===== config.mk =====
export PLATFORM = sky130hd
export DESIGN_NAME = lfsr_stream_decrypt_flat
export DESIGN_NICKNAME = d
export VERILOG_FILES = /design/src/rtl/lfsr_pkg.sv /design/src/rtl/lfsr_stream_decrypt_if.sv /design/src/rtl/lfsr_keystream.sv /design/src/rtl/lfsr_stream_decrypt.sv /design/src/flat_wrapper.sv
export SDC_FILE = /design/constraint.sdc
export NUM_CORES = 1
export LEC_CHECK = 0
export BUFFER_PORTS_ARGS = -buffer_cell sky130_fd_sc_hd__buf_2
export CAP_MARGIN = 20
export CORE_MARGIN = 2
export CORE_UTILIZATION = 53
export DETAILED_ROUTE_END_ITERATION = 10
export HOLD_SLACK_MARGIN = 0.15
export MAX_ROUTING_LAYER = met4
export PLACE_DENSITY = 0.86
export SLEW_MARGIN = 0
export SYNTH_ARGS = -nofsm -noshare
export SYNTH_HDL_FRONTEND = slang
export SYNTH_SLANG_ARGS = --single-unit

===== constraint.sdc =====
create_clock -name clk -period 3.4 [get_ports clk]
set_input_delay 0.34 -clock clk [delete_from_list [all_inputs] [get_ports clk]]
set_output_delay 0.34 -clock clk [all_outputs]
set_load 0.005 [all_outputs]

===== src/rtl/lfsr_pkg.sv =====
// Shared types and constants for the LFSR stream decryptor: FSM states,
// the candidate tap table and the keystream next-state rule.
package lfsr_pkg;

    typedef enum logic [2:0] {
        IDLE,
        RD_SEED,
        CHECK,
        NEXT_TAP,
        DEC,
        EMIT,
        DONE
    } state_t;

    localparam logic [7:0] DEFAULT_PRE_CHAR = 8'h5F;
    localparam int         NUM_TAPS         = 8;

    // Candidates are tried in this order; the first one that reproduces the preamble wins.
    localparam logic [7:0] TAP_TABLE [NUM_TAPS] = '{
        8'hE1, 8'hD4, 8'hC6, 8'hB8, 8'hB4, 8'hB2, 8'hFA, 8'hF3
    };

    function automatic logic [7:0] lfsr_step(input logic [7:0] s, input logic [7:0] tap);
        return {s[6:0], ^(s & tap)};
    endfunction

endpackage


===== src/rtl/lfsr_stream_decrypt_if.sv =====
// Ciphertext memory read port plus plaintext valid/ready stream of the decryptor.
interface lfsr_stream_decrypt_if #(
    parameter int ADDR_W = 8
);
    logic              rd_en;
    logic [ADDR_W-1:0] rd_addr;
    logic [7:0]        rd_data;
    logic              out_valid;
    logic [7:0]        out_data;
    logic              out_ready;

    modport master (
        output rd_en, rd_addr, out_valid, out_data,
        input  rd_data, out_ready
    );

    modport slave (
        input  rd_en, rd_addr, out_valid, out_data,
        output rd_data, out_ready
    );
endinterface


===== src/rtl/lfsr_keystream.sv =====
// 8-bit Fibonacci-style keystream register: load a seed, or shift left with
// the parity of (state & tap) entering at bit 0.
module lfsr_keystream
    import lfsr_pkg::*;
(
    input  logic       clk,
    input  logic       reset,
    input  logic       load,
    input  logic       en,
    input  logic [7:0] seed,
    input  logic [7:0] tap,
    output logic [7:0] state
);

    // NOTE: sequential state uses non-blocking assignments so every register samples pre-edge values.
    always_ff @(posedge clk or posedge reset) begin
        if (reset) begin
            state <= '0;
        end else if (load) begin
            state <= seed;
        end else if (en) begin
            state <= lfsr_step(state, tap);
        end
    end

endmodule


===== src/rtl/lfsr_stream_decrypt.sv =====
// Recovers seed and tap of an LFSR-encrypted message from its known preamble,
// then streams the decrypted payload. Each read takes an issue and a capture cycle.
module lfsr_stream_decrypt
    import lfsr_pkg::*;
#(
    parameter int         PRE_LEN  = 6,
    parameter logic [7:0] PRE_CHAR = DEFAULT_PRE_CHAR,
    parameter int         ADDR_W   = 8
) (
    input  logic                  clk,
    input  logic                  reset,
    input  logic                  start,
    input  logic [ADDR_W-1:0]     msg_len,
    lfsr_stream_decrypt_if.master bus,
    output logic                  busy,
    output logic                  done,
    output logic                  error,
    output logic [7:0]            found_tap,
    output logic [7:0]            found_seed
);

    localparam logic [ADDR_W-1:0] ONE_A     = ADDR_W'(1);
    localparam logic [ADDR_W-1:0] PRE_LEN_A = ADDR_W'(PRE_LEN);
    localparam logic [ADDR_W-1:0] LAST_PRE  = ADDR_W'(PRE_LEN - 1);

    state_t            state_q, state_d;
    logic [ADDR_W-1:0] len_q, len_d, k_q, k_d;
    logic [2:0]        t_q, t_d;
    logic [7:0]        seed_q, seed_d;
    logic              wait_q, wait_d;
    logic              out_valid_q, out_valid_d;
    logic [7:0]        out_data_q, out_data_d;
    logic              error_d;
    logic [7:0]        found_tap_d, found_seed_d;

    logic              rd_en_c;
    logic [ADDR_W-1:0] rd_addr_c;
    logic              ks_load, ks_en;
    logic [7:0]        ks_seed, ks_state;
    logic [7:0]        rx_seed;
    logic              pre_match;

    // The keystream is stepped in the read-issue cycle, so in the capture cycle it already holds state_k.
    lfsr_keystream u_keystream (
        .clk   (clk),
        .reset (reset),
        .load  (ks_load),
        .en    (ks_en),
        .seed  (ks_seed),
        .tap   (TAP_TABLE[t_q]),
        .state (ks_state)
    );

    assign rx_seed   = bus.rd_data ^ PRE_CHAR;
    assign pre_match = (bus.rd_data ^ ks_state) == PRE_CHAR;

    always_ff @(posedge clk or posedge reset) begin
        if (reset) begin
            state_q     <= IDLE;
            len_q       <= '0;
            k_q         <= '0;
            t_q         <= '0;
            seed_q      <= '0;
            wait_q      <= 1'b0;
            out_valid_q <= 1'b0;
            out_data_q  <= '0;
            error       <= 1'b0;
            found_tap   <= '0;
            found_seed  <= '0;
        end else begin
            state_q     <= state_d;
            len_q       <= len_d;
            k_q         <= k_d;
            t_q         <= t_d;
            seed_q      <= seed_d;
            wait_q      <= wait_d;
            out_valid_q <= out_valid_d;
            out_data_q  <= out_data_d;
            error       <= error_d;
            found_tap   <= found_tap_d;
            found_seed  <= found_seed_d;
        end
    end

    // NOTE: every signal driven here gets a default first so no latch can be inferred.
    always_comb begin
        state_d      = state_q;
        len_d        = len_q;
        k_d          = k_q;
        t_d          = t_q;
        seed_d       = seed_q;
        wait_d       = 1'b0;
        out_valid_d  = out_valid_q;
        out_data_d   = out_data_q;
        error_d      = error;
        found_tap_d  = found_tap;
        found_seed_d = found_seed;
        rd_en_c      = 1'b0;
        rd_addr_c    = '0;
        ks_load      = 1'b0;
        ks_en        = 1'b0;
        ks_seed      = seed_q;

        case (state_q)
            IDLE, DONE: begin
                if (start) begin
                    len_d        = msg_len;
                    error_d      = 1'b0;
                    found_tap_d  = '0;
                    found_seed_d = '0;
                    if (msg_len < PRE_LEN_A) begin
                        error_d = 1'b1;
                        state_d = DONE;
                    end else begin
                        state_d = RD_SEED;
                    end
                end
            end
            RD_SEED: begin
                if (!wait_q) begin
                    rd_en_c = 1'b1;
                    wait_d  = 1'b1;
                end else begin
                    seed_d  = rx_seed;
                    ks_seed = rx_seed;
                    ks_load = 1'b1;
                    t_d     = '0;
                    k_d     = ONE_A;
                    state_d = CHECK;
                end
            end
            CHECK: begin
                if (!wait_q) begin
                    rd_en_c   = 1'b1;
                    rd_addr_c = k_q;
                    ks_en     = 1'b1;
                    wait_d    = 1'b1;
                end else if (!pre_match) begin
                    state_d = NEXT_TAP;
                end else if (k_q == LAST_PRE) begin
                    found_tap_d  = TAP_TABLE[t_q];
                    found_seed_d = seed_q;
                    k_d          = PRE_LEN_A;
                    state_d      = (len_q == PRE_LEN_A) ? DONE : DEC;
                end else begin
                    k_d = k_q + ONE_A;
                end
            end
            NEXT_TAP: begin
                if (t_q == 3'd7) begin
                    error_d = 1'b1;
                    state_d = DONE;
                end else begin
                    t_d     = t_q + 3'd1;
                    ks_load = 1'b1;
                    k_d     = ONE_A;
                    state_d = CHECK;
                end
            end
            DEC: begin
                if (!wait_q) begin
                    rd_en_c   = 1'b1;
                    rd_addr_c = k_q;
                    ks_en     = 1'b1;
                    wait_d    = 1'b1;
                end else begin
                    out_data_d  = bus.rd_data ^ ks_state;
                    out_valid_d = 1'b1;
                    state_d     = EMIT;
                end
            end
            EMIT: begin
                if (bus.out_ready) begin
                    out_valid_d = 1'b0;
                    if (k_q == len_q - ONE_A) begin
                        state_d = DONE;
                    end else begin
                        k_d     = k_q + ONE_A;
                        state_d = DEC;
                    end
                end
            end
            default: state_d = IDLE;
        endcase
    end

    assign busy          = (state_q != IDLE) && (state_q != DONE);
    assign done          = (state_q == DONE);
    assign bus.rd_en     = rd_en_c;
    assign bus.rd_addr   = rd_addr_c;
    assign bus.out_valid = out_valid_q;
    assign bus.out_data  = out_data_q;

endmodule


===== src/flat_wrapper.sv =====
// flat-port wrapper written by rule: the top's interface ports become plain ports
module lfsr_stream_decrypt_flat import lfsr_pkg::*;
#(
    parameter int         PRE_LEN  = 6,
    parameter logic [7:0] PRE_CHAR = DEFAULT_PRE_CHAR,
    parameter int         ADDR_W   = 8
)
  (clk, reset, start, msg_len, busy, done, error, found_tap, found_seed, bus_rd_en, bus_rd_addr, bus_out_valid, bus_out_data, bus_rd_data, bus_out_ready);
  lfsr_stream_decrypt_if #(.ADDR_W(ADDR_W)) bus_i ();
  input  logic clk;
  input  logic reset;
  input  logic start;
  input  logic [ADDR_W-1:0] msg_len;
  output logic busy;
  output logic done;
  output logic error;
  output logic [7:0] found_tap;
  output logic [7:0] found_seed;
  output wire logic [$bits(bus_i.rd_en)-1:0] bus_rd_en;
  output wire logic [$bits(bus_i.rd_addr)-1:0] bus_rd_addr;
  output wire logic [$bits(bus_i.out_valid)-1:0] bus_out_valid;
  output wire logic [$bits(bus_i.out_data)-1:0] bus_out_data;
  input wire logic [$bits(bus_i.rd_data)-1:0] bus_rd_data;
  input wire logic [$bits(bus_i.out_ready)-1:0] bus_out_ready;
  assign bus_rd_en = bus_i.rd_en;
  assign bus_rd_addr = bus_i.rd_addr;
  assign bus_out_valid = bus_i.out_valid;
  assign bus_out_data = bus_i.out_data;
  assign bus_i.rd_data = bus_rd_data;
  assign bus_i.out_ready = bus_out_ready;
  lfsr_stream_decrypt #(.PRE_LEN(PRE_LEN), .PRE_CHAR(PRE_CHAR), .ADDR_W(ADDR_W)) u_core (.clk(clk), .reset(reset), .start(start), .msg_len(msg_len), .bus(bus_i), .busy(busy), .done(done), .error(error), .found_tap(found_tap), .found_seed(found_seed));
endmodule

==> impl_metrics.env <==
export IMPL_grt_use_met3=0.0610
export IMPL_syn_nets=399
export IMPL_p_sw_frac=0.422
export IMPL_synth_top_cell_by_area="dfrtp_1"
export IMPL_p_comb_frac=0.426
export IMPL_ys_types=59
export IMPL_drtAntennaViolNets=0
export IMPL_dominantRegCellSynth="dfrtp_1"
export IMPL_io_buffers=56
export IMPL_viasPerCell=6.11
export IMPL_skew_ps=9.51
export IMPL_synth_compound_area_frac=0.202
export IMPL_place_ws_ps=768
export IMPL_synth_xor_area_frac=0.0506
export IMPL_finalPower_w=0.00333
export IMPL_end_kind="flop"
export IMPL_overflow=0
export IMPL_drv_slew=0
export IMPL_p_sw_w=0.00140
export IMPL_critPathLaunchType="flop"
export IMPL_worstPathRequired_ps=3690
export IMPL_drive_above_1_share=0.230
export IMPL_syn_avg_cell_area_sq_um=9.80
export IMPL_synth_area_sq_um=3640
export IMPL_wl_per_cell_um=17.2
export IMPL_seq_power_share=0.393
export IMPL_ios=57
export IMPL_antennaDiodeCount=0
export IMPL_clock_latency_ps=350
export IMPL_regArea_sq_um=1630
export IMPL_grt_pass1_vias=3028
export IMPL_hold_violations=0
export IMPL_numPlacedInstances=490
export IMPL_antenna_found_initial=0
export IMPL_min_path_type="input pin to flop"
export IMPL_dr_pass1_iters=5
export IMPL_fillCellCount=585
export IMPL_worst_slack_ps=663
export IMPL_die_w_um=86.8
export IMPL_setup_viol=0
export IMPL_cts_inserted_buffers=9
export IMPL_slew_headroom=0.567
export IMPL_core_sq_um=6720
export IMPL_clock_path_buffers=2
export IMPL_drc=0
export IMPL_outcome="finished clean"
export IMPL_critPathLaunch="u_core.t_q[0]"
export IMPL_drv_cap=0
export IMPL_clock_sinks=65
export IMPL_grtUsageMet2=0.390
export IMPL_synthMuxAreaShare=0.0437
export IMPL_grt_pass1_wl_mm=14.4
export IMPL_die_area_sq_um=7540
export IMPL_yosys_warnings=0
export IMPL_htreeDepth=3
export IMPL_final_util=0.615
export IMPL_path_max_fanout=11
export IMPL_synth_area_leaders="dfrtp_1 (45%), xnor2_1 (4.1%), nor2b_1 (3.4%)"
export IMPL_p_leak_nw=1.92
export IMPL_cts_tree="built"
export IMPL_grtUsageTotal=0.250
export IMPL_synth_top_family_by_area="compound AO/OA/AOI/OAI gates"
export IMPL_fin_tns_setup_ps=0
export IMPL_rr_endpoint="u_core.u_keystream.state[6]"
export IMPL_fp_dieH_um=86.8
export IMPL_power_share_clock=0.181
export IMPL_min_period_over_period=0.805
export IMPL_rows=30
export IMPL_place_hpwl_mm=6.09
export IMPL_max_freq_mhz=365
export IMPL_syn_inst=371
export IMPL_wl_mm=8.70
export IMPL_multi_input_area_sq_um=1880
export IMPL_crit_end="u_core.u_keystream.state[6]"
export IMPL_synth_seq_cells=65
export IMPL_synth_top_area_frac=0.447
export IMPL_grt_util_met1=0.324
export IMPL_arrival_ps=3030
export IMPL_p_int_w=0.00192
export IMPL_synth_simple_area_share=0.192
export IMPL_synth_most_common_cell="dfrtp_1"
export IMPL_r2r_cells=7
export IMPL_syn_to_final_growth_pct=13.7
export IMPL_ys_async_sr_fraction=1.00
export IMPL_root_buffer="clkbuf_8"
export IMPL_grt_start_max_net_pins=35
export IMPL_power_density_nw_per_um2=804
export IMPL_synth_edf_count=0
export IMPL_drt_iter0_drc=294
export IMPL_path_clk_slew_ps=80
export IMPL_criticalPathCategory="flop to flop"
export IMPL_place_gp_congestion=0.868
export IMPL_fin_nets=450
export IMPL_rsz0062_at_grt="false"
export IMPL_final_cells=507
export IMPL_vias=3100
export IMPL_synth_commonest_cells="dfrtp_1 (65), nand2_1 (31), nor2_1 (27), o21ai_0 (22), nor2b_1 (20)"
export IMPL_period_needed_ps=2740
export IMPL_reg2reg_setup_slack_ps=660
export IMPL_ys_seq_area_frac=0.447
export IMPL_reg2reg_from="u_core.t_q[0]"
export IMPL_tightestPinTransition_ps=649
export IMPL_synthAdderAreaFrac=0.0275
export IMPL_start_util=0.541
export IMPL_ir_drop_v=0.000414
export IMPL_grt_busiest_layer="met2"
worst min path at each step:
| stage | from | to | slack (ps) | cells after the start |
|---|---|---|---|---|
| after floorplan | msg_len[0] | u_core.len_q[0] | 460 | 2 |
| after global placement | reset | u_core.k_q[7] | 460 | 2 |
| after detailed placement | u_core.found_tap[7] | u_core.found_tap[7] | 460 | 1 |
| after CTS | msg_len[3] | u_core.len_q[3] | 210 | 3 |
| after global routing | msg_len[1] | u_core.len_q[1] | 240 | 3 |
| final | msg_len[3] | u_core.len_q[3] | 220 | 3 |
flip-flops by register name (all words and copies together) (netlist names):
| signal | cells |
|---|---|
| u_core.len_q | 8 |
| u_core.bus.out_data | 8 |
| u_core.k_q | 8 |
| u_core.error | 1 |
| u_core.bus.out_valid | 1 |
| u_core.found_seed | 8 |
| u_core.u_keystream.state | 8 |
| u_core.wait_q | 1 |
| u_core.state_q | 3 |
| u_core.found_tap | 8 |
| u_core.t_q | 3 |
| u_core.seed_q | 8 |
power by group through the flow:
stage	Combinational (W)	Clock, W	Sequential (W)
global placement	0.00134	0	0.00130
detailed placement	0.00139	0	0.00131
CTS	0.00141	0.000608	0.00130
finish	0.00142	0.000602	0.00131
floorplan	0.00114	0	0.00118
global route	0.00155	0.000643	0.00134
logic make-up after synthesis:
logic type | Yosys count
AO/OA/AOI/OAI | 101
XOR/XNOR | 21
adder cells (fa/ha/maj) | 8
buffers and inverters | 31
flip-flops | 65
multiplexers | 14
AND/OR/NAND/NOR | 131
worst max-delay path: stages, from the launching register on:
cell,delay [ps]
dfrtp_1,520
ha_1,390
ha_1,360
nand2_1,110
a2bb2oi_1,210
nand2b_1,430
o31a_1,430
a221o_1,230
layout make-up:
type | instances | area share
Clock buffer | 9 | 0.0300
Clock inverter | 7 | 0.0133
Inverter | 11 | 0.00998
Multi-Input combinational cell | 275 | 0.454
Sequential cell | 65 | 0.393
Tap cell | 80 | 0.0242
Timing Repair Buffer | 60 | 0.0756
metal layers:
| metal | vias up | share of wire |
|---|---|---|
| met5 | - | 0 |
| met2 | 92 | 0.49 |
| li1 | 1459 | - |
| met4 | 0 | 0.018 |
| met1 | 1533 | 0.45 |
| met3 | 16 | 0.038 |
placed cells by master, fill, tap and decap left out, types with 5 or more instances in the layout:
| master | instances |
|---|---|
| clkbuf_8 | 9 |
| nand3_1 | 7 |
| and2_1 | 10 |
| xnor2_1 | 17 |
| a21oi_1 | 17 |
| o31ai_1 | 7 |
| a221o_1 | 8 |
| dfrtp_1 | 65 |
| a22o_1 | 12 |
| o2bb2ai_1 | 5 |
| nor2_1 | 27 |
| nand2_1 | 31 |
| nor2b_1 | 20 |
| o21ai_0 | 22 |
| nor4_1 | 6 |
| mux2_2 | 11 |
| buf_2 | 56 |
| ha_1 | 8 |
| inv_1 | 10 |
| and3_1 | 7 |
stage by stage:
stage	hold slack (ps)	cell area, sq um
after floorplan	457	3640
after global placement	456	3950
after detailed placement	461	3950
after CTS	208	4140
after global routing	239	4140
final	218	4140
timing repair:
action / in CTS / in global routing
buffers inserted: 0 / 0
hold buffers: 1 / 0
gates resized for setup: 0 / 0
endpoints found under the hold margin: 31 / 0
Note: power is estimated with default switching activity, not from simulation.
